$ cat src/rtl/useq_sequencer_ctrl.sv
// useq_sequencer_ctrl: control FSM for the microcode address sequencer (mux select, stack strobes, enable).
// Define USEQ_LOOP_EN to add the loop_cnt input and the DJNZ loop op on seq_op 111.
module useq_sequencer_ctrl #(
    parameter int stack_depth  = 4,
    parameter int WAIT_TIMEOUT = 255
) (
    input  logic       clk,
    input  logic       reset,
    input  logic       instr_valid,
    output logic       instr_ready,
    input  logic [2:0] seq_op,
    input  logic [1:0] cond_sel,
    input  logic [3:0] cond_flags,
    input  logic       stall,
    input  logic       stack_empty,
`ifdef USEQ_LOOP_EN
    input  logic [7:0] loop_cnt,
`endif
    output logic [1:0] uCode_Addr,
    output logic       stack_push,
    output logic       stack_pop,
    output logic       seq_en,
    output logic       busy,
    output logic       done,
    output logic       error,
    output logic [1:0] err_code
);

    localparam int DEPTH_W = $clog2(stack_depth + 1);
    localparam int WCNT_W  = $clog2(WAIT_TIMEOUT + 1);

    localparam logic [DEPTH_W-1:0] DEPTH_MAX = DEPTH_W'(stack_depth);
    localparam logic [DEPTH_W-1:0] DEPTH_ONE = DEPTH_W'(1);
    localparam logic [WCNT_W-1:0]  WAIT_LAST = WCNT_W'(WAIT_TIMEOUT - 1);
    localparam logic [WCNT_W-1:0]  WCNT_ONE  = WCNT_W'(1);

    localparam logic [2:0] OP_NEXT   = 3'b000;
    localparam logic [2:0] OP_JUMP   = 3'b001;
    localparam logic [2:0] OP_BRANCH = 3'b010;
    localparam logic [2:0] OP_CALL   = 3'b011;
    localparam logic [2:0] OP_RET    = 3'b100;
    localparam logic [2:0] OP_END    = 3'b101;
    localparam logic [2:0] OP_WAIT   = 3'b110;

    localparam logic [1:0] SEL_INC  = 2'b00;
    localparam logic [1:0] SEL_BR   = 2'b01;
    localparam logic [1:0] SEL_RET  = 2'b10;
    localparam logic [1:0] SEL_DISP = 2'b11;

    localparam logic [1:0] ERR_OVF = 2'b01;
    localparam logic [1:0] ERR_UNF = 2'b10;
    localparam logic [1:0] ERR_ILL = 2'b11;

    typedef enum logic [1:0] {
        S_IDLE,
        S_DISPATCH,
        S_EXEC,
        S_FAULT
    } state_t;

    state_t              state_q, state_d;
    logic [DEPTH_W-1:0]  depth_q, depth_d;
    logic [WCNT_W-1:0]   wcnt_q, wcnt_d;
    logic [1:0]          err_q, err_d;
    logic [1:0]          sel_q;
    logic                cond;
`ifdef USEQ_LOOP_EN
    logic                loop_act_q, loop_act_d;
    logic [7:0]          loop_q, loop_d;
`endif

    assign cond = cond_flags[cond_sel];

    always_comb begin
        state_d     = state_q;
        depth_d     = depth_q;
        wcnt_d      = wcnt_q;
        err_d       = err_q;
`ifdef USEQ_LOOP_EN
        loop_act_d  = loop_act_q;
        loop_d      = loop_q;
`endif
        uCode_Addr  = SEL_INC;
        stack_push  = 1'b0;
        stack_pop   = 1'b0;
        seq_en      = 1'b0;
        busy        = 1'b0;
        done        = 1'b0;
        instr_ready = 1'b0;
        error       = (state_q == S_FAULT);
        err_code    = err_q;

        unique case (state_q)
            S_IDLE: begin
                instr_ready = 1'b1;
                if (instr_valid) state_d = S_DISPATCH;
            end
            S_DISPATCH: begin
                uCode_Addr = SEL_DISP;
                seq_en     = 1'b1;
                busy       = 1'b1;
                depth_d    = '0;
                wcnt_d     = '0;
`ifdef USEQ_LOOP_EN
                loop_act_d = 1'b0;
                loop_d     = '0;
`endif
                state_d    = S_EXEC;
            end
            S_EXEC: begin
                busy = 1'b1;
                if (stall) begin
                    // Address mux keeps presenting the last select while frozen.
                    uCode_Addr = sel_q;
                end else begin
                    seq_en = 1'b1;
                    case (seq_op)
                        OP_NEXT:   uCode_Addr = SEL_INC;
                        OP_JUMP:   uCode_Addr = SEL_BR;
                        OP_BRANCH: uCode_Addr = cond ? SEL_BR : SEL_INC;
                        OP_CALL: begin
                            if (depth_q == DEPTH_MAX) begin
                                seq_en  = 1'b0;
                                err_d   = ERR_OVF;
                                state_d = S_FAULT;
                            end else begin
                                stack_push = 1'b1;
                                uCode_Addr = SEL_BR;
                                depth_d    = depth_q + DEPTH_ONE;
                            end
                        end
                        OP_RET: begin
                            if (depth_q == '0 || stack_empty) begin
                                seq_en  = 1'b0;
                                err_d   = ERR_UNF;
                                state_d = S_FAULT;
                            end else begin
                                stack_pop  = 1'b1;
                                uCode_Addr = SEL_RET;
                                depth_d    = depth_q - DEPTH_ONE;
                            end
                        end
                        OP_END: begin
                            done    = 1'b1;
                            state_d = S_IDLE;
                        end
                        OP_WAIT: begin
                            if (cond) begin
                                wcnt_d = '0;
                            end else begin
                                seq_en = 1'b0;
                                // wcnt_q counts earlier held cycles; this one is the last allowed.
                                if (wcnt_q == WAIT_LAST) begin
                                    err_d   = ERR_ILL;
                                    state_d = S_FAULT;
                                end else begin
                                    wcnt_d = wcnt_q + WCNT_ONE;
                                end
                            end
                        end
                        default: begin
`ifdef USEQ_LOOP_EN
                            if (!loop_act_q) begin
                                if (loop_cnt != 8'd0) begin
                                    loop_act_d = 1'b1;
                                    loop_d     = loop_cnt - 8'd1;
                                    uCode_Addr = SEL_BR;
                                end
                            end else if (loop_q != 8'd0) begin
                                loop_d     = loop_q - 8'd1;
                                uCode_Addr = SEL_BR;
                            end else begin
                                loop_act_d = 1'b0;
                            end
`else
                            seq_en  = 1'b0;
                            err_d   = ERR_ILL;
                            state_d = S_FAULT;
`endif
                        end
                    endcase
                end
            end
            S_FAULT: begin
                // Sticky: everything stays quiet until reset.
            end
            default: state_d = S_IDLE;
        endcase
    end

    always_ff @(posedge clk) begin
        if (reset) begin
            state_q    <= S_IDLE;
            depth_q    <= '0;
            wcnt_q     <= '0;
            err_q      <= 2'b00;
            sel_q      <= SEL_INC;
`ifdef USEQ_LOOP_EN
            loop_act_q <= 1'b0;
            loop_q     <= '0;
`endif
        end else begin
            state_q    <= state_d;
            depth_q    <= depth_d;
            wcnt_q     <= wcnt_d;
            err_q      <= err_d;
            sel_q      <= uCode_Addr;
`ifdef USEQ_LOOP_EN
            loop_act_q <= loop_act_d;
            loop_q     <= loop_d;
`endif
        end
    end

endmodule
$ cat config.mk
export PLATFORM = sky130hd
export DESIGN_NAME = useq_sequencer_ctrl
export DESIGN_NICKNAME = d
export VERILOG_FILES = /design/src/rtl/useq_sequencer_ctrl.sv
export SDC_FILE = /design/constraint.sdc
export NUM_CORES = 1
export LEC_CHECK = 0
export BUFFER_PORTS_ARGS = -buffer_cell sky130_fd_sc_hd__buf_4
export CAP_MARGIN = 20
export CORE_MARGIN = 3
export CORE_UTILIZATION = 54
export DETAILED_ROUTE_END_ITERATION = 12
export GPL_ROUTABILITY_DRIVEN = 0
export PLACE_DENSITY = 0.76
export SYNTH_ARGS = -nofsm -noshare
export SYNTH_HDL_FRONTEND = slang
export SYNTH_SLANG_ARGS = --single-unit
$ cat constraint.sdc
create_clock -name clk -period 2.1 [get_ports clk]
set_input_delay 0.105 -clock clk [delete_from_list [all_inputs] [get_ports clk]]
set_output_delay 0.105 -clock clk [all_outputs]
set_load 0.01 [all_outputs]
==> results.cfg <==
[sta]
period_share = 0.9692
relSlewSlack = 0.4902
rsz0062_at_grt = true
fmax_ghz = 0.4913
finalSetupViolCount = 0
final_hold_viol_count = 0
worst_clock_skew_ps = 3.082
fin_crit_ps = 2035
tightest_slew_ps = 755.1
maxSlewViolCount = 0

[synth]
synth-simple-area-share = 0.3226
syn_nets = 180
synth_xor_area_frac = 0
synth_top_flop_cell = dfxtp_1
synth_edf_count = 0
muxShareOfSynthArea = 0.05181
synth_area_mm2 = 0.001280
synth-async-reset-ratio = 0
synth_top_family_by_area = simple AND/OR/NAND/NOR gates
syn-instance-count = 159
yosys_warnings = 0
yosysUniqueCellTypes = 49
ys_seq_area_frac = 0.2659
ys_ff_latch = 17
synth_adder_area_share = 0.07429
syn_area_per_cell_um2 = 8.050
synth-compound-area-share = 0.2434

[flow_run]
maxCapViolations = 0

[clock_tree]
clkSlewWorstSetupHoldPaths_ps = 100
postCtsSetupRepairBufs = 0
cts_resized = 3
clockBufferDepth = 2
tritoncts = built
cts-htree-levels = 1
postCtsHoldBufs = 0
root_buffer = clkbuf_4
cts_sinks = 17
cts_buffers = 3
clock_latency_ps = 290

[routing]
drtIter0Drc = 38
vias = 1324
wirelength_um = 3346
drc = 0
wire_per_inst_um = 15.64
antenna_left = 0
first_pass_iters = 5
via_per_inst = 6.187

[layout]
layout-drive-gt1-share = 0.2634
area_growth_pct = 23.85
fin_nets = 208
fillCellCount = 197
n_antenna_cell = 0
fin_area_mm2 = 0.001585
fin_cells = 214

[worst_setup_path]
endpoint_kind = primary output
start_kind = register
cp_max_fo = 5
path_class = register to primary output
worstSetupStartpoint = depth_q[2]
arrival_ps = 1930
r2r-end = state_q[0]
crit_end = uCode_Addr[0]
crit-reg2reg-launch = state_q[1]
reg2reg_depth = 7
r2r_setup_slack_ps = 100
worst-endpoint-required_ps = 2000

[global_routing]
gr-total-overflow = 0
grt_pass1_wl_um = 5306
grt.total_usage = 0.2452
grt_pass1_vias = 1244
antenna_found_initial = 0
grt_max_degree = 23

[die]
start_util = 0.5731
ios = 25
die_w_um = 54.69
die_h_um = 54.69
dieArea_mm2 = 0.002990
coreArea_mm2 = 0.002233
std_cell_rows = 17

[place]
dp_hpwl_um = 2621
portBuffers = 24
dpl_cell_area_mm2 = 0.001509
dp.cells = 210

[worst_hold_path]
hold_class = primary input to register

[outcome]
outcome = complete, no violations

[power]
vdd_ir_drop_max_v = 0.0007432
leakage_nw = 0.5986
power_w = 0.001076
power_per_cell_area_mw_per_mm2 = 679.0
[where the power goes]
| part | switching, W | internal (W) | total [W] |
|---|---|---|---|
| logic | 0.000309 | 0.000234 | 0.000543 |
| registers | 0.0000134 | 0.000344 | 0.000358 |
| clock network | 0.000105 | 0.0000710 | 0.000176 |
| total | 0.000427 | 0.000649 | 0.00108 |
[stage by stage]
stage	TNS (ps)	worst slack [ps]	hold WS, ps	utilization
5_1_grt	-148.6	-56.70	148.4	0.7098
6_report	0	64.66	130.4	0.7098
3_5_place_dp	0	99.97	453.4	0.6756
2_1_floorplan	0	104.5	264.1	-
4_1_cts	0	20.44	129.2	0.6936
3_3_place_gp	0	157.5	433.2	0.6756
[critical path, cell delays in order (launching register included)]
cell	delay, ps
dfxtp_1	420
nor3b_4	270
nor3_1	150
mux2_2	300
a211oi_2	270
nor2b_1	80
buf_4	140
[registers in the layout, indices dropped and copies added (netlist names)]
| signal | flops |
|---|---|
| sel_q | 2 |
| state_q | 2 |
| err_code | 2 |
| wcnt_q | 8 |
| depth_q | 3 |
[synthesized netlist by cell type, drive strengths merged, types with 2 or more instances]
cell | number | area (um2)
dfxtp | 17 | 340.3
nand2 | 12 | 45.04
nor3 | 9 | 50.05
inv | 8 | 30.03
nor2 | 8 | 30.03
o21ai | 8 | 40.04
a21oi | 7 | 35.03
ha | 6 | 75.07
nand2b | 6 | 37.54
or3 | 6 | 37.54
clkbuf | 5 | 18.77
o22ai | 5 | 31.28
a21o | 4 | 30.03
nor2b | 4 | 25.02
nor3b | 4 | 30.03
a211oi | 3 | 22.52
mux2 | 3 | 33.78
nand3 | 3 | 15.01
nor4b | 3 | 26.28
o21a | 3 | 22.52
o31ai | 3 | 22.52
a21boi | 2 | 15.01
and3 | 2 | 12.51
nor4 | 2 | 12.51
o2111ai | 2 | 17.52
o311ai | 2 | 17.52
or3b | 2 | 17.52
or4 | 2 | 18.77
[cells by family after synthesis]
kind of cell / after synthesis
fa+ha+maj: 7
compound gates: 46
simple gates: 70
mux: 5
flops: 17
buf+inv: 14
[layout by cell type, fill, tap and decap left out, types with 4 or more instances in the layout]
| cell type | n |
|---|---|
| nand2b_1 | 6 |
| inv_1 | 8 |
| nor2_1 | 8 |
| a21oi_1 | 6 |
| nand2_1 | 12 |
| a21o_1 | 4 |
| or3_1 | 6 |
| buf_4 | 29 |
| nor2b_1 | 4 |
| dfxtp_1 | 16 |
| ha_1 | 5 |
| nor3_1 | 6 |
| o21ai_0 | 7 |
| o22ai_1 | 5 |
[area by class of cell]
class	count	area [um2]	share of cell area
Multi-Input combinational cell	128	933.4	0.5888
Sequential cell	17	341.6	0.2155
Timing Repair Buffer	29	217.7	0.1373
Tap cell	28	35.03	0.02210
Inverter	8	30.03	0.01894
Clock buffer	3	22.52	0.01421
Clock inverter	1	5.005	0.003157
[layer usage]
| layer | global-route usage | routed length, um | up-vias |
|---|---|---|---|
| met3 | 0.05722 | 137 | 6 |
| met5 | 0 | 0 | - |
| met2 | 0.4469 | 1737 | 35 |
| met4 | 0.06224 | 50 | 0 |
| met1 | 0.2820 | 1420 | 616 |
| li1 | - | - | 667 |
[worst min path at each step]
stage,start,to,cells past startpoint
6_report,reset,wcnt_q[5],2
5_1_grt,reset,wcnt_q[5],2
4_1_cts,reset,wcnt_q[5],2
3_5_place_dp,reset,wcnt_q[6],2
3_3_place_gp,reset,wcnt_q[6],2
2_1_floorplan,stack_empty,stack_pop,1
(Power assumes the default switching activity.)
